===== src/rtl/board_pkg.sv =====
// -----------------------------------------------------------------------------
// board_pkg
// Shared definitions for the playfield grid: default geometry, the width of
// the cleared-line counter, the row-slice helper and the line-clear sequencer
// state encoding. The pattern generator imports this package as well, so both
// sides agree on which bits form which row.
//
// Row mapping: row r (0 = top) occupies grid[(ROWS-1-r)*COLS +: COLS], so
// row 0 is the most significant slice and row ROWS-1 the least significant.
// -----------------------------------------------------------------------------
package board_pkg;

    localparam int ROWS   = 20;
    localparam int COLS   = 12;
    localparam int GRID_W = ROWS * COLS;
    localparam int CNT_W  = $clog2(ROWS + 1);
    localparam int PTR_W  = $clog2(ROWS);

    typedef enum logic [1:0] {
        IDLE    = 2'd0,
        SCAN    = 2'd1,
        FILL    = 2'd2,
        WAIT_VB = 2'd3
    } state_e;

    // Extract row r of a grid using the top-row-in-MSBs mapping.
    function automatic logic [COLS-1:0] row_bits(input logic [GRID_W-1:0] grid,
                                                 input int unsigned       r);
        row_bits = '0;
        if (r < ROWS) begin
            row_bits = grid[(ROWS - 1 - int'(r)) * COLS +: COLS];
        end
    endfunction

endpackage


===== src/rtl/board_line_clear_ctrl.sv =====
// -----------------------------------------------------------------------------
// board_line_clear_ctrl
// Owns the committed playfield grid shown by the VGA pattern generator. On a
// start request it copies the submitted board into a work register, scans it
// bottom-up one row per cycle, drops every completely filled row and collapses
// the surviving rows downward in place, then zeroes the vacated top rows. The
// result is copied to the display grid only on a clock edge where vblank is
// high, so the display never shows a half-collapsed board.
//
// Ports
//   clk           system clock
//   rst           synchronous, active-high reset (aborts any operation)
//   start         one-cycle request, honoured only while idle
//   board_in      board to process, sampled on the accepting start edge
//   vblank        high during vertical blanking; gates the commit
//   board_out     committed display grid
//   lines_cleared number of full rows removed by the last committed operation
//   busy          high whenever the sequencer is not idle
//   done          one-cycle pulse in the cycle after a commit
// -----------------------------------------------------------------------------
module board_line_clear_ctrl #(
    parameter int ROWS = board_pkg::ROWS,
    parameter int COLS = board_pkg::COLS
) (
    input  logic                          clk,
    input  logic                          rst,
    input  logic                          start,
    input  logic [ROWS*COLS-1:0]          board_in,
    input  logic                          vblank,
    output logic [ROWS*COLS-1:0]          board_out,
    output logic [$clog2(ROWS+1)-1:0]     lines_cleared,
    output logic                          busy,
    output logic                          done
);

    import board_pkg::state_e;
    import board_pkg::IDLE;
    import board_pkg::SCAN;
    import board_pkg::FILL;
    import board_pkg::WAIT_VB;

    localparam int GRID_W = ROWS * COLS;
    localparam int CNT_W  = $clog2(ROWS + 1);
    localparam int PTR_W  = $clog2(ROWS);

    localparam logic [PTR_W-1:0] LAST_ROW = PTR_W'(ROWS - 1);

    // Row read that tolerates an out-of-range pointer (the pointers wrap past
    // zero on their final decrement and are not used afterwards).
    function automatic logic [COLS-1:0] get_row(input logic [GRID_W-1:0] g,
                                                input logic [PTR_W-1:0]  r);
        get_row = '0;
        if (int'(r) < ROWS) begin
            get_row = g[(ROWS - 1 - int'(r)) * COLS +: COLS];
        end
    endfunction

    // Return g with row r replaced by v; out-of-range rows leave g untouched.
    function automatic logic [GRID_W-1:0] put_row(input logic [GRID_W-1:0] g,
                                                  input logic [PTR_W-1:0]  r,
                                                  input logic [COLS-1:0]   v);
        put_row = g;
        if (int'(r) < ROWS) begin
            put_row[(ROWS - 1 - int'(r)) * COLS +: COLS] = v;
        end
    endfunction

    state_e              state_q, state_d;
    logic [GRID_W-1:0]   work_q, work_d;
    logic [PTR_W-1:0]    rd_q, rd_d;
    logic [PTR_W-1:0]    wr_q, wr_d;
    logic [CNT_W-1:0]    cnt_q, cnt_d;
    logic [GRID_W-1:0]   board_out_q, board_out_d;
    logic [CNT_W-1:0]    lines_q, lines_d;
    logic                done_q, done_d;

    logic [COLS-1:0]     rd_row;
    logic                rd_full;

    assign rd_row  = get_row(work_q, rd_q);
    assign rd_full = &rd_row;

    always_comb begin
        state_d     = state_q;
        work_d      = work_q;
        rd_d        = rd_q;
        wr_d        = wr_q;
        cnt_d       = cnt_q;
        board_out_d = board_out_q;
        lines_d     = lines_q;
        done_d      = 1'b0;

        case (state_q)
            IDLE: begin
                if (start) begin
                    work_d  = board_in;
                    rd_d    = LAST_ROW;
                    wr_d    = LAST_ROW;
                    cnt_d   = '0;
                    state_d = SCAN;
                end
            end

            SCAN: begin
                // wr never drops below rd, so copying row rd down to row wr
                // never overwrites a row that still has to be read.
                if (rd_full) begin
                    cnt_d = cnt_q + CNT_W'(1);
                end else begin
                    work_d = put_row(work_q, wr_q, rd_row);
                    wr_d   = wr_q - PTR_W'(1);
                end
                rd_d = rd_q - PTR_W'(1);
                if (rd_q == '0) begin
                    state_d = (cnt_d != '0) ? FILL : WAIT_VB;
                end
            end

            FILL: begin
                // After the scan wr equals count-1, so stopping once row 0 is
                // cleared takes exactly count cycles.
                work_d = put_row(work_q, wr_q, '0);
                wr_d   = wr_q - PTR_W'(1);
                if (wr_q == '0) begin
                    state_d = WAIT_VB;
                end
            end

            WAIT_VB: begin
                if (vblank) begin
                    board_out_d = work_q;
                    lines_d     = cnt_q;
                    done_d      = 1'b1;
                    state_d     = IDLE;
                end
            end

            default: state_d = IDLE;
        endcase
    end

    always_ff @(posedge clk) begin
        if (rst) begin
            state_q     <= IDLE;
            work_q      <= '0;
            rd_q        <= '0;
            wr_q        <= '0;
            cnt_q       <= '0;
            board_out_q <= '0;
            lines_q     <= '0;
            done_q      <= 1'b0;
        end else begin
            state_q     <= state_d;
            work_q      <= work_d;
            rd_q        <= rd_d;
            wr_q        <= wr_d;
            cnt_q       <= cnt_d;
            board_out_q <= board_out_d;
            lines_q     <= lines_d;
            done_q      <= done_d;
        end
    end

    assign board_out     = board_out_q;
    assign lines_cleared = lines_q;
    assign busy          = (state_q != IDLE);
    assign done          = done_q;

endmodule


===== config.mk =====
export PLATFORM = sky130hd
export DESIGN_NAME = board_line_clear_ctrl
export DESIGN_NICKNAME = d
export VERILOG_FILES = /design/src/rtl/board_pkg.sv /design/src/rtl/board_line_clear_ctrl.sv
export SDC_FILE = /design/constraint.sdc
export NUM_CORES = 2
export LEC_CHECK = 0
export BUFFER_PORTS_ARGS = -buffer_cell sky130_fd_sc_hd__buf_2
export CAP_MARGIN = 10
export CELL_PAD_IN_SITES_DETAIL_PLACEMENT = 0
export CELL_PAD_IN_SITES_GLOBAL_PLACEMENT = 1
export CORE_MARGIN = 5
export CORE_UTILIZATION = 25
export CTS_CLUSTER_DIAMETER = 80
export DETAILED_ROUTE_END_ITERATION = 10
export PLACE_DENSITY_LB_ADDON = 0.3
export SLEW_MARGIN = 20
export SYNTH_ARGS = -nofsm -noshare
export SYNTH_HDL_FRONTEND = slang
export SYNTH_SLANG_ARGS = --single-unit

===== constraint.sdc =====
create_clock -name clk -period 5.75 [get_ports clk]
set_clock_uncertainty 0.05 [all_clocks]
set_input_delay 0.575 -clock clk [delete_from_list [all_inputs] [get_ports clk]]
set_output_delay 0.575 -clock clk [all_outputs]
set_load 0.01 [all_outputs]

==> results.cfg <==
[global_route]
grt_max_degree = 167
grt_usage_pct = 27.7
grt_pass1_wl_um = 263000
grt_overflow_total = 0
grt_pass1_vias = 33300
grt_antenna_before_repair = 19

[worst_setup_path]
reg2regPathDepth = 19
critPathKind = reg -> reg
cp_max_fo = 14
cp.required_ns = 6.21
endpoint_kind = register
worstSetupStartpointType = register
cp.arrival_ns = 6.13

[place]
dp_hpwl_um = 145000
place.gp.congestion = 1.03
portBuffers = 490

[hold_path]
holdPathStages = 3
hold_path.class = in -> reg

[timing]
hold_viol_final = 0
slew_headroom_pct = 23.9
max_freq_ghz = 0.177
rsz0062_at_grt = yes
post-route-period-util_pct = 98.5
final-max-slew-violation-count = 0
setup_violations = 0
worst_pin_slew_ns = 1.13
min_period_ns = 5.66

[floorplanning]
initial_core_util_pct = 25.2
die_h_um = 361
die_area_um2 = 130000
io_pins = 491
num_rows = 128
core_area_um2 = 122000
die_w_um = 361

[cts]
ctsHoldBuffers = 0
path_clk_slew_ns = 0.06
clkLatencyLatePin_ns = 0.67
cts_tree = done
cts.sinks = 503
cts_buffers = 71
h-tree-depth = 3
cts_max_path_buffers = 3
cts-root-buf = clkbuf_16

[cells_and_area]
layout_common_cells = nand2_1 (973), a21oi_1 (549), dfxtp_1 (501)
final_common_cell = nand2_1
synthToLayoutAreaGrowth_pct = 30.4
utilization_pct = 32.9
fillers = 13200
layout.nets = 4781
seq_area_um2 = 10100
drive_above_1_share_pct = 27.9
multi_input_area_um2 = 19400

[synthesis]
syn_nets = 4163
seq_area_frac_synth_pct = 32.7
async_reset_ff_share_pct = 0
synth-edff-count = 0
ys_types = 89
syn_avg_cell_area_um2 = 7.94
synthesis.instances = 3879
ys.flop_type = dfxtp_1
synth_area_um2 = 30800
synth-seq-cells = 503
yosys_warnings = 0

[drt]
via_count = 35400
drt-wirelength-per-cell_um = 30.9
postRouteWirelength_um = 191000
viasPerCell = 5.73
drt_drc_violations_left = 0
drtAntennaViolNets = 0
drtPass1Iterations = 6
drtIter0Drc = 4675

[status]
status = finished, final reports clean

[run]
cap_violations = 0
==> sequential cells by signal, summed over array words and instances (netlist names) <==
| register | flops |
|---|---|
| board_out | 240 |
| cnt_q | 5 |
| done | 1 |
| lines_cleared | 5 |
| rd_q | 5 |
| state_q | 2 |
| work_q | 240 |
| wr_q | 5 |
==> metrics by stage <==
step	cells	instance area, um^2	TNS [ns]	hold slack [ns]	setup WS [ns]
2_1_floorplan	3879	30900	-0.000729	0.391	-0.000729
6_report	6187	40200	0	0.122	0.0857
3_3_place_gp	6041	37500	-0.286	0.391	-0.164
3_5_place_dp	6041	37500	-0.199	0.393	-0.130
4_1_cts	6165	39900	0	0.0943	0.0277
5_1_grt	6176	40200	-0.116	0.142	-0.0381
==> worst paths after layout <==
| path | from | end | slack [ns] |
|---|---|---|---|
| setup / recovery | rd_q[2]$_SDFFE_PP0P_ | work_q[135]$_SDFFE_PP0P_ | 0.09 |
| hold reg to reg | board_out[183]$_SDFFE_PP0P_ | board_out[183]$_SDFFE_PP0P_ | 0.40 |
| setup reg to reg | rd_q[2]$_SDFFE_PP0P_ | work_q[135]$_SDFFE_PP0P_ | 0.09 |
| hold / removal | board_in[238] | work_q[238]$_SDFFE_PP0P_ | 0.12 |
==> Yosys cell counts, drive strengths merged, types with 9 or more instances <==
| cell | number | area share, % |
|---|---|---|
| o21ai | 104 | 1.7 |
| nor4 | 11 | 0.22 |
| o211ai | 237 | 5.8 |
| a221o | 39 | 1.3 |
| nand3 | 69 | 1.1 |
| a31oi | 37 | 0.75 |
| a2bb2oi | 10 | 0.30 |
| o22ai | 28 | 0.57 |
| inv | 39 | 0.48 |
| a221oi | 27 | 0.77 |
| a211oi | 19 | 0.50 |
| nand2 | 976 | 12 |
| a22o | 13 | 0.37 |
| nor2 | 204 | 2.5 |
| a311oi | 13 | 0.37 |
| o31ai | 16 | 0.39 |
| ha | 38 | 1.5 |
| buf | 105 | 2.0 |
| xnor2 | 11 | 0.31 |
| o32ai | 17 | 0.48 |
| xor2 | 13 | 0.37 |
| and2 | 11 | 0.22 |
| dfxtp | 503 | 33 |
| o2bb2ai | 23 | 0.65 |
| nand2b | 17 | 0.35 |
| clkbuf | 235 | 2.9 |
| nor2b | 16 | 0.32 |
| o311ai | 9 | 0.28 |
| mux4 | 155 | 11 |
| nor3 | 50 | 0.88 |
| or3 | 14 | 0.30 |
| mux2 | 24 | 0.88 |
| a21oi | 557 | 9.1 |
| or2 | 14 | 0.28 |
| a32oi | 22 | 0.63 |
| and3 | 29 | 0.59 |
| a22oi | 37 | 0.92 |
| nand4 | 10 | 0.20 |
| mux2i | 56 | 1.8 |
==> layout make-up <==
type	count	area share (%)
well taps	1625	5.06
inverters	40	0.380
clock buffers	93	4.97
clock inverters	31	0.943
diodes	14	0.0872
repair buffers	885	15.1
flip-flops and latches	503	25.1
multi-input cells	2996	48.3
==> cells by family after synthesis <==
kind of cell / count (synthesis) / share of synthesized area (%)
AOI/OAI and AO/OA: 1257 / 26.2
xor gates and xnor gates: 24 / 0.682
adders and majority gates: 40 / 1.67
buffers and inverters: 380 / 5.33
DFF: 503 / 32.7
muxes: 235 / 14.0
and+or+nand+nor: 1440 / 19.4
==> routing by layer <==
layer,GRT usage (%),share of wire (%),vias up
met5,0,0.029,-
met4,13.4,5.6,8
met3,7.50,9.9,469
met2,42.3,44,1992
met1,36.2,41,17400
li1,-,-,15500
==> repair_timing <==
action,in CTS,in global routing
gates resized for setup,2,41
endpoints found under the setup margin,2,202
setup buffers,0,8
pin swaps,0,7
==> worst max-delay path, cell delays in order, from the launching register on <==
cell and delay [ns]:
dfxtp_1 0.31, inv_1 0.14, ha_1 0.25, xor2_1 0.33, ha_1 0.32, ha_1 0.43
xor2_2 0.56, buf_12 0.24, buf_4 0.14, nand2_1 0.07, o311ai_0 0.54, buf_4 0.22
a41oi_1 0.07, nor4_1 0.46, and4b_1 0.43, nor2_4 0.20, buf_4 0.31, buf_4 0.16
a22oi_1 0.21, nor2_1 0.06
Power is left out: the tool's default activity adds up to more than one toggle a clock period on the data nets, which glitch-free logic cannot reach.
